<file path="src/rtl/spi_bus_bridge.sv">
// Bridges spi_data_path address/data phase levels onto a single-outstanding req/ack register bus,
// with a 1-deep pending slot, burst address stepping, ack timeout and sticky error flags.
module spi_bus_bridge #(
    parameter int                ADDR_W   = 20,
    parameter int                DATA_W   = 16,
    parameter int                TIMEOUT  = 255,
    parameter logic [DATA_W-1:0] ERR_DATA = 16'hDEAD
) (
    input  logic              clk,
    input  logic              reset_n,
    input  logic              cs_n,
    input  logic              address_ready,
    input  logic              data_ready,
    input  logic [ADDR_W-1:0] addr,
    input  logic [3:0]        status,
    input  logic [DATA_W-1:0] wdata,
    output logic [DATA_W-1:0] rdata,
    output logic              bus_req,
    output logic              bus_we,
    output logic [ADDR_W-1:0] bus_addr,
    output logic [DATA_W-1:0] bus_wdata,
    input  logic [DATA_W-1:0] bus_rdata,
    input  logic              bus_ack,
    output logic              busy,
    output logic              err_timeout,
    output logic              err_overrun
);

    typedef enum logic {S_IDLE, S_REQ} state_t;

    localparam logic [7:0] TMO_LAST = 8'(TIMEOUT - 1);

    state_t            state_q, state_d;
    logic              cs_s1_q, cs_s2_q, cs_s3_q;
    logic              ar_q, dr_q;
    logic [7:0]        cnt_q, cnt_d;
    logic [ADDR_W-1:0] idx_q, idx_d;
    logic              pend_q, pend_d;
    logic              pend_we_q, pend_we_d;
    logic [ADDR_W-1:0] pend_addr_q, pend_addr_d;
    logic [DATA_W-1:0] pend_wdata_q, pend_wdata_d;
    logic              bus_req_q, bus_req_d;
    logic              bus_we_q, bus_we_d;
    logic [ADDR_W-1:0] bus_addr_q, bus_addr_d;
    logic [DATA_W-1:0] bus_wdata_q, bus_wdata_d;
    logic [DATA_W-1:0] rdata_q, rdata_d;
    logic              busy_q, busy_d;
    logic              err_timeout_q, err_timeout_d;
    logic              err_overrun_q, err_overrun_d;

    logic              frame_start, ar_p, dr_p;
    logic              rd_t, wr_t, br_t, trig, trig_we;
    logic [ADDR_W-1:0] trig_addr;
    logic              pend_live, pend_load;
    logic              unused_status;

    assign unused_status = ^{status[3], status[0]};

    assign frame_start = cs_s3_q & ~cs_s2_q;
    assign ar_p        = address_ready & ~ar_q;
    assign dr_p        = data_ready & ~dr_q;
    assign rd_t        = ar_p & ~status[2];
    assign wr_t        = dr_p & status[2];
    assign br_t        = dr_p & ~status[2] & status[1];
    assign trig        = rd_t | wr_t | br_t;
    assign trig_we     = wr_t;
    assign pend_live   = pend_q & ~frame_start;

    // Single writes always target addr; burst writes step by index, burst reads prefetch one ahead.
    always_comb begin
        trig_addr = addr;
        if (rd_t)
            trig_addr = addr;
        else if (wr_t)
            trig_addr = status[1] ? addr + idx_q : addr;
        else if (br_t)
            trig_addr = addr + idx_q + ADDR_W'(1);
    end

    always_comb begin
        state_d       = state_q;
        cnt_d         = cnt_q;
        idx_d         = idx_q;
        pend_d        = pend_q;
        pend_load     = 1'b0;
        bus_req_d     = bus_req_q;
        bus_we_d      = bus_we_q;
        bus_addr_d    = bus_addr_q;
        bus_wdata_d   = bus_wdata_q;
        rdata_d       = rdata_q;
        err_timeout_d = err_timeout_q;
        err_overrun_d = err_overrun_q;

        if (frame_start) begin
            idx_d         = '0;
            pend_d        = 1'b0;
            err_timeout_d = 1'b0;
            err_overrun_d = 1'b0;
        end else if (wr_t || br_t) begin
            idx_d = idx_q + ADDR_W'(1);
        end

        case (state_q)
            S_IDLE: begin
                if (pend_live) begin
                    state_d     = S_REQ;
                    cnt_d       = '0;
                    bus_req_d   = 1'b1;
                    bus_we_d    = pend_we_q;
                    bus_addr_d  = pend_addr_q;
                    bus_wdata_d = pend_wdata_q;
                    pend_d      = 1'b0;
                    if (trig) begin
                        pend_d    = 1'b1;
                        pend_load = 1'b1;
                    end
                end else if (trig) begin
                    state_d     = S_REQ;
                    cnt_d       = '0;
                    bus_req_d   = 1'b1;
                    bus_we_d    = trig_we;
                    bus_addr_d  = trig_addr;
                    bus_wdata_d = wdata;
                end
            end
            S_REQ: begin
                cnt_d = cnt_q + 8'd1;
                if (bus_ack) begin
                    state_d   = S_IDLE;
                    bus_req_d = 1'b0;
                    if (!bus_we_q)
                        rdata_d = bus_rdata;
                end else if (cnt_q == TMO_LAST) begin
                    state_d       = S_IDLE;
                    bus_req_d     = 1'b0;
                    err_timeout_d = 1'b1;
                    if (!bus_we_q)
                        rdata_d = ERR_DATA;
                end
                if (trig) begin
                    if (pend_live) begin
                        err_overrun_d = 1'b1;
                    end else begin
                        pend_d    = 1'b1;
                        pend_load = 1'b1;
                    end
                end
            end
            default: state_d = S_IDLE;
        endcase

        busy_d = (state_d == S_REQ) | pend_d;
    end

    always_comb begin
        pend_we_d    = pend_we_q;
        pend_addr_d  = pend_addr_q;
        pend_wdata_d = pend_wdata_q;
        if (pend_load) begin
            pend_we_d    = trig_we;
            pend_addr_d  = trig_addr;
            pend_wdata_d = wdata;
        end
    end

    always_ff @(posedge clk or negedge reset_n) begin
        if (!reset_n) begin
            state_q       <= S_IDLE;
            cs_s1_q       <= 1'b1;
            cs_s2_q       <= 1'b1;
            cs_s3_q       <= 1'b1;
            ar_q          <= 1'b0;
            dr_q          <= 1'b0;
            cnt_q         <= '0;
            idx_q         <= '0;
            pend_q        <= 1'b0;
            bus_req_q     <= 1'b0;
            bus_we_q      <= 1'b0;
            bus_addr_q    <= '0;
            bus_wdata_q   <= '0;
            rdata_q       <= '0;
            busy_q        <= 1'b0;
            err_timeout_q <= 1'b0;
            err_overrun_q <= 1'b0;
        end else begin
            state_q       <= state_d;
            cs_s1_q       <= cs_n;
            cs_s2_q       <= cs_s1_q;
            cs_s3_q       <= cs_s2_q;
            ar_q          <= address_ready;
            dr_q          <= data_ready;
            cnt_q         <= cnt_d;
            idx_q         <= idx_d;
            pend_q        <= pend_d;
            bus_req_q     <= bus_req_d;
            bus_we_q      <= bus_we_d;
            bus_addr_q    <= bus_addr_d;
            bus_wdata_q   <= bus_wdata_d;
            rdata_q       <= rdata_d;
            busy_q        <= busy_d;
            err_timeout_q <= err_timeout_d;
            err_overrun_q <= err_overrun_d;
        end
    end

    // Pending payload is qualified by pend_q, so it needs no reset.
    always_ff @(posedge clk) begin
        pend_we_q    <= pend_we_d;
        pend_addr_q  <= pend_addr_d;
        pend_wdata_q <= pend_wdata_d;
    end

    assign rdata       = rdata_q;
    assign bus_req     = bus_req_q;
    assign bus_we      = bus_we_q;
    assign bus_addr    = bus_addr_q;
    assign bus_wdata   = bus_wdata_q;
    assign busy        = busy_q;
    assign err_timeout = err_timeout_q;
    assign err_overrun = err_overrun_q;

endmodule
</file>
<file path="config.mk">
export PLATFORM = sky130hd
export DESIGN_NAME = spi_bus_bridge
export DESIGN_NICKNAME = d
export VERILOG_FILES = /design/src/rtl/spi_bus_bridge.sv
export SDC_FILE = /design/constraint.sdc
export NUM_CORES = 1
export LEC_CHECK = 0
export ABC_AREA = 1
export CORE_MARGIN = 2
export CORE_UTILIZATION = 59
export DETAILED_ROUTE_END_ITERATION = 8
export PLACE_DENSITY = 0.95
export REMOVE_ABC_BUFFERS = 1
export SYNTH_ARGS = -nofsm -noshare
export SYNTH_HDL_FRONTEND = slang
export SYNTH_SLANG_ARGS = --single-unit
</file>
<file path="constraint.sdc">
create_clock -name clk -period 9.4 [get_ports clk]
set_input_delay 0.94 -clock clk [delete_from_list [all_inputs] [get_ports clk]]
set_output_delay 0.94 -clock clk [all_outputs]
set_load 0.005 [all_outputs]
</file>
==> reports/qor.txt <==
Status - completed
Final min period - 4.118 ns
Worst skew pair latency - 0.43 ns
Register share of total power - 0.378
CTS Buffer Depth - 2
WS Path Type - primary input to register
Root buffer cell - clkbuf_16
Switch Pwr - 0.7006 mW
Synth unique cells - 50
Initial DRC count - 748
Most used DFF post-synth - dfrtp_1
Fin area - 9552 µm²
Grt ovf - 0
Gp weighted congestion - 0.9001
PostCTS Resize Cnt - 0
WP data arrival - 4.44 ns
Slowest-stage cell, CP - inv_2
Post-synth EDFFs - 37
Final max-slew violation count - 0
Combinational share of power - 0.309
Worst-case reg-to-reg path depth - 8
Setup TNS - 0 ns
TritonCTS clock tree - built
Clock-pin slew on the worst setup and hold paths - 0.06 ns
DRT Wirelength - 20.49 mm
Hold wc startpoint - cs_s1_q$_DFF_PN1_
Worst Hold End - cs_s2_q$_DFF_PN1_
Highest clock rate - 0.2428 GHz
FF/Latch Area - 3417 µm²
DRC Markers - 0
Final worst slack - 5.282 ns
Area of the multi-input gates - 3691 µm²
Crit end category - register
All-Layer GR Usage - 0.3048
Row cnt - 41
Die area - 13910 µm²
First-pass GRT wire length - 34.24 mm
Critical Path RT - 9.72 ns
Slew margin rel. - 0.3606
Switch share - 0.3184
Initial Utilization - 0.6045
Int Power - 1.500 mW
Peak VDD IR - 101.7 µV
PortBufs - 116
Type of origin of the critical path - primary input
Total number of vias - 7387
Die height - 117.9 µm
ANT nets after route - 0
Final hold vios - 0
Placed Area - 8940 µm²
RSZ-0062 raised after global routing - no
Fin Hold WS - 0.3541 ns
Slew @ Worst Pin - 0.9580 ns
Post-CTS Hold Fix Bufs - 0
Final nets - 1179
Horiz. Die Dim - 117.9 µm
HPWL after detailed placement - 14.14 mm
Synth warn - 0
Max-cap violations - 0
Fraction of layout cells with a size suffix above 1 - 0.09042
Clk sink count - 129
Crit share post-route - 0.4381
P_leak - 4.403 nW
Clk network pwr share - 0.314
Area leader, netlist - dfrtp_1
H-tree Lvls - 4
Mapped cell area - 7660 µm²
Largest net degree at the start of global routing - 61
WL/cell - 16.03 µm
Slowest stage delay, CP - 0.79 ns
Filler instances - 858
Main area contributors after synthesis - dfrtp_1, edfxtp_1, nand2_1, o21ai_0, nor2_1
# setup viols final - 0
Flops & latches, synth - 129
Class of the worst hold path - register to register
Vias in the first global route - 7172
FF-to-FF setup slack - 5.64 ns
Mapped Avg Cell Area - 7.784 µm²
Pwr/cell area - 230.4 nW/µm²
DR pass1 iterations - 5
Core area - 12670 µm²
CP Max Fanout - 46
Vias per inst - 5.780
Initial antenna violation count - 0
Post-CTS setup repair buffer count - 0
Total I/O pin count - 119
Seq/Total Area, Yosys - 0.4461
Inserted Diodes - 0
Reg2reg start - cs_s2_q$_DFF_PN1_
Worst slack at placement - 5.015 ns
Total CTS buffers - 17
Synth Instances - 984
Clock Skew - 0.01467 ns
Hold path cells - 0
Synth async-reset ratio - 0.7132
CP Cell Sequence - clkdlybuf4s50_1, nand2_2, nor2_4, nor2_1, inv_1, nor2_2, nand2_1, nand2_2, inv_2, o21ai_0, o21ai_0
Area grow syn2layout - 24.70%
Reg2Reg Capture Point - pend_wdata_q[15]$_DFFE_PP_
Top cell type's share of synthesized area - 0.2908
## synthesized netlist by cell type (2+ instances only)
master / number
dfrtp_1: 89
nor3_2: 3
nor3_1: 13
nand4_1: 7
o21ai_0: 82
ha_1: 23
inv_2: 6
a32oi_1: 3
nor2_2: 12
clkbuf_1: 19
nor2_4: 5
nand2_2: 13
a211oi_1: 6
xnor2_1: 2
o21bai_1: 3
o22ai_1: 4
nor2_8: 2
xor2_1: 6
edfxtp_1: 37
nand3b_1: 7
nand3_4: 2
a31oi_1: 21
o31ai_1: 2
o21ai_1: 6
buf_2: 10
o221ai_1: 4
inv_1: 106
a21oi_1: 50
buf_4: 2
nand4_2: 2
nand3_1: 52
nand2_1: 252
nand3_2: 7
nor2_1: 108
dfstp_2: 3
## power by group through the flow
stage | logic [mW] | clock network, mW | registers [mW]
final | 0.679 | 0.690 | 0.831
after global routing | 0.742 | 0.720 | 0.849
after CTS | 0.679 | 0.696 | 0.829
after detailed placement | 0.664 | 0 | 0.835
after global placement | 0.630 | 0 | 0.823
after floorplan | 0.283 | 0 | 0.830
## layout by cell type, fill, tap and decap left out, drive strengths merged, types with 2 or more instances in the layout
| master | n |
|---|---|
| dfstp | 3 |
| o31ai | 2 |
| nand4 | 9 |
| nand2 | 266 |
| a211oi | 6 |
| nor2 | 127 |
| o21ai | 89 |
| xor2 | 7 |
| inv | 114 |
| a21oi | 51 |
| dfrtp | 89 |
| or2 | 2 |
| nand3 | 61 |
| o221ai | 4 |
| buf | 6 |
| clkinvlp | 2 |
| ha | 23 |
| bufinv | 3 |
| o21bai | 3 |
| clkdlybuf4s50 | 115 |
| o22ai | 4 |
| xnor2 | 3 |
| nor3 | 16 |
| clkinv | 5 |
| a31oi | 21 |
| clkbuf | 20 |
| edfxtp | 37 |
| a32oi | 3 |
| nand3b | 7 |
## registers in the layout (all words and copies together), names as in the netlist, 8 cells and up
| name | count |
|---|---|
| cnt_q | 8 |
| pend_addr_q | 20 |
| rdata | 16 |
| bus_wdata | 16 |
| bus_addr | 20 |
| pend_wdata_q | 16 |
| idx_q | 20 |
## final cells by class
cell class,instances,area share
clock buffers,20,0.04781
multi-input cells,712,0.3864
inverters,112,0.04401
well taps,172,0.02253
flip-flops and latches,129,0.3577
repair buffers,121,0.1252
clock inverters,12,0.01624
## metal layers
layer	track usage	wire length [µm]	part of all wire	vias to the layer above
li1	-	-	-	3475
met1	0.3803	8306	0.41	3511
met2	0.5254	10110	0.49	349
met3	0.06298	1553	0.076	52
met4	0.1077	516	0.025	0
met5	0	0	0	-
## worst max path at each step
stage	depth (start not counted)	endpoint	slack [ns]	from
floorplan	6	pend_addr_q[0]$_DFFE_PP_	4.11	cs_s2_q$_DFF_PN1_
global placement	11	bus_addr[6]$_DFFE_PN0P_	5.20	status[1]
detailed placement	11	bus_addr[7]$_DFFE_PN0P_	5.02	status[1]
CTS	11	bus_addr[5]$_DFFE_PN0P_	5.40	status[1]
global route	11	bus_addr[8]$_DFFE_PN0P_	5.07	status[1]
finish	11	bus_addr[5]$_DFFE_PN0P_	5.28	status[1]
## cell families after synthesis
kind of cell / synth area share
AND/OR/NAND/NOR: 0.2914
AO/OA/AOI/OAI: 0.1362
buffers and inverters: 0.07269
flip-flops: 0.4461
adder cells (fa/ha/maj): 0.04018
XOR/XNOR: 0.01340
## through the flow
stage	utilization	power, mW	instances
5_1_grt	0.7538	2.310	1278
2_1_floorplan	-	1.113	953
3_5_place_dp	0.7055	1.499	1246
3_3_place_gp	0.7055	1.453	1246
6_report	0.7538	2.201	1278
4_1_cts	0.7538	2.204	1278
## critical path, delay by kind of cell
family          cells  cell delay, ns
buf+inv             3            1.76
simple gates        6            1.27
compound gates      2            0.45
Power figures use the tool's default switching activity.
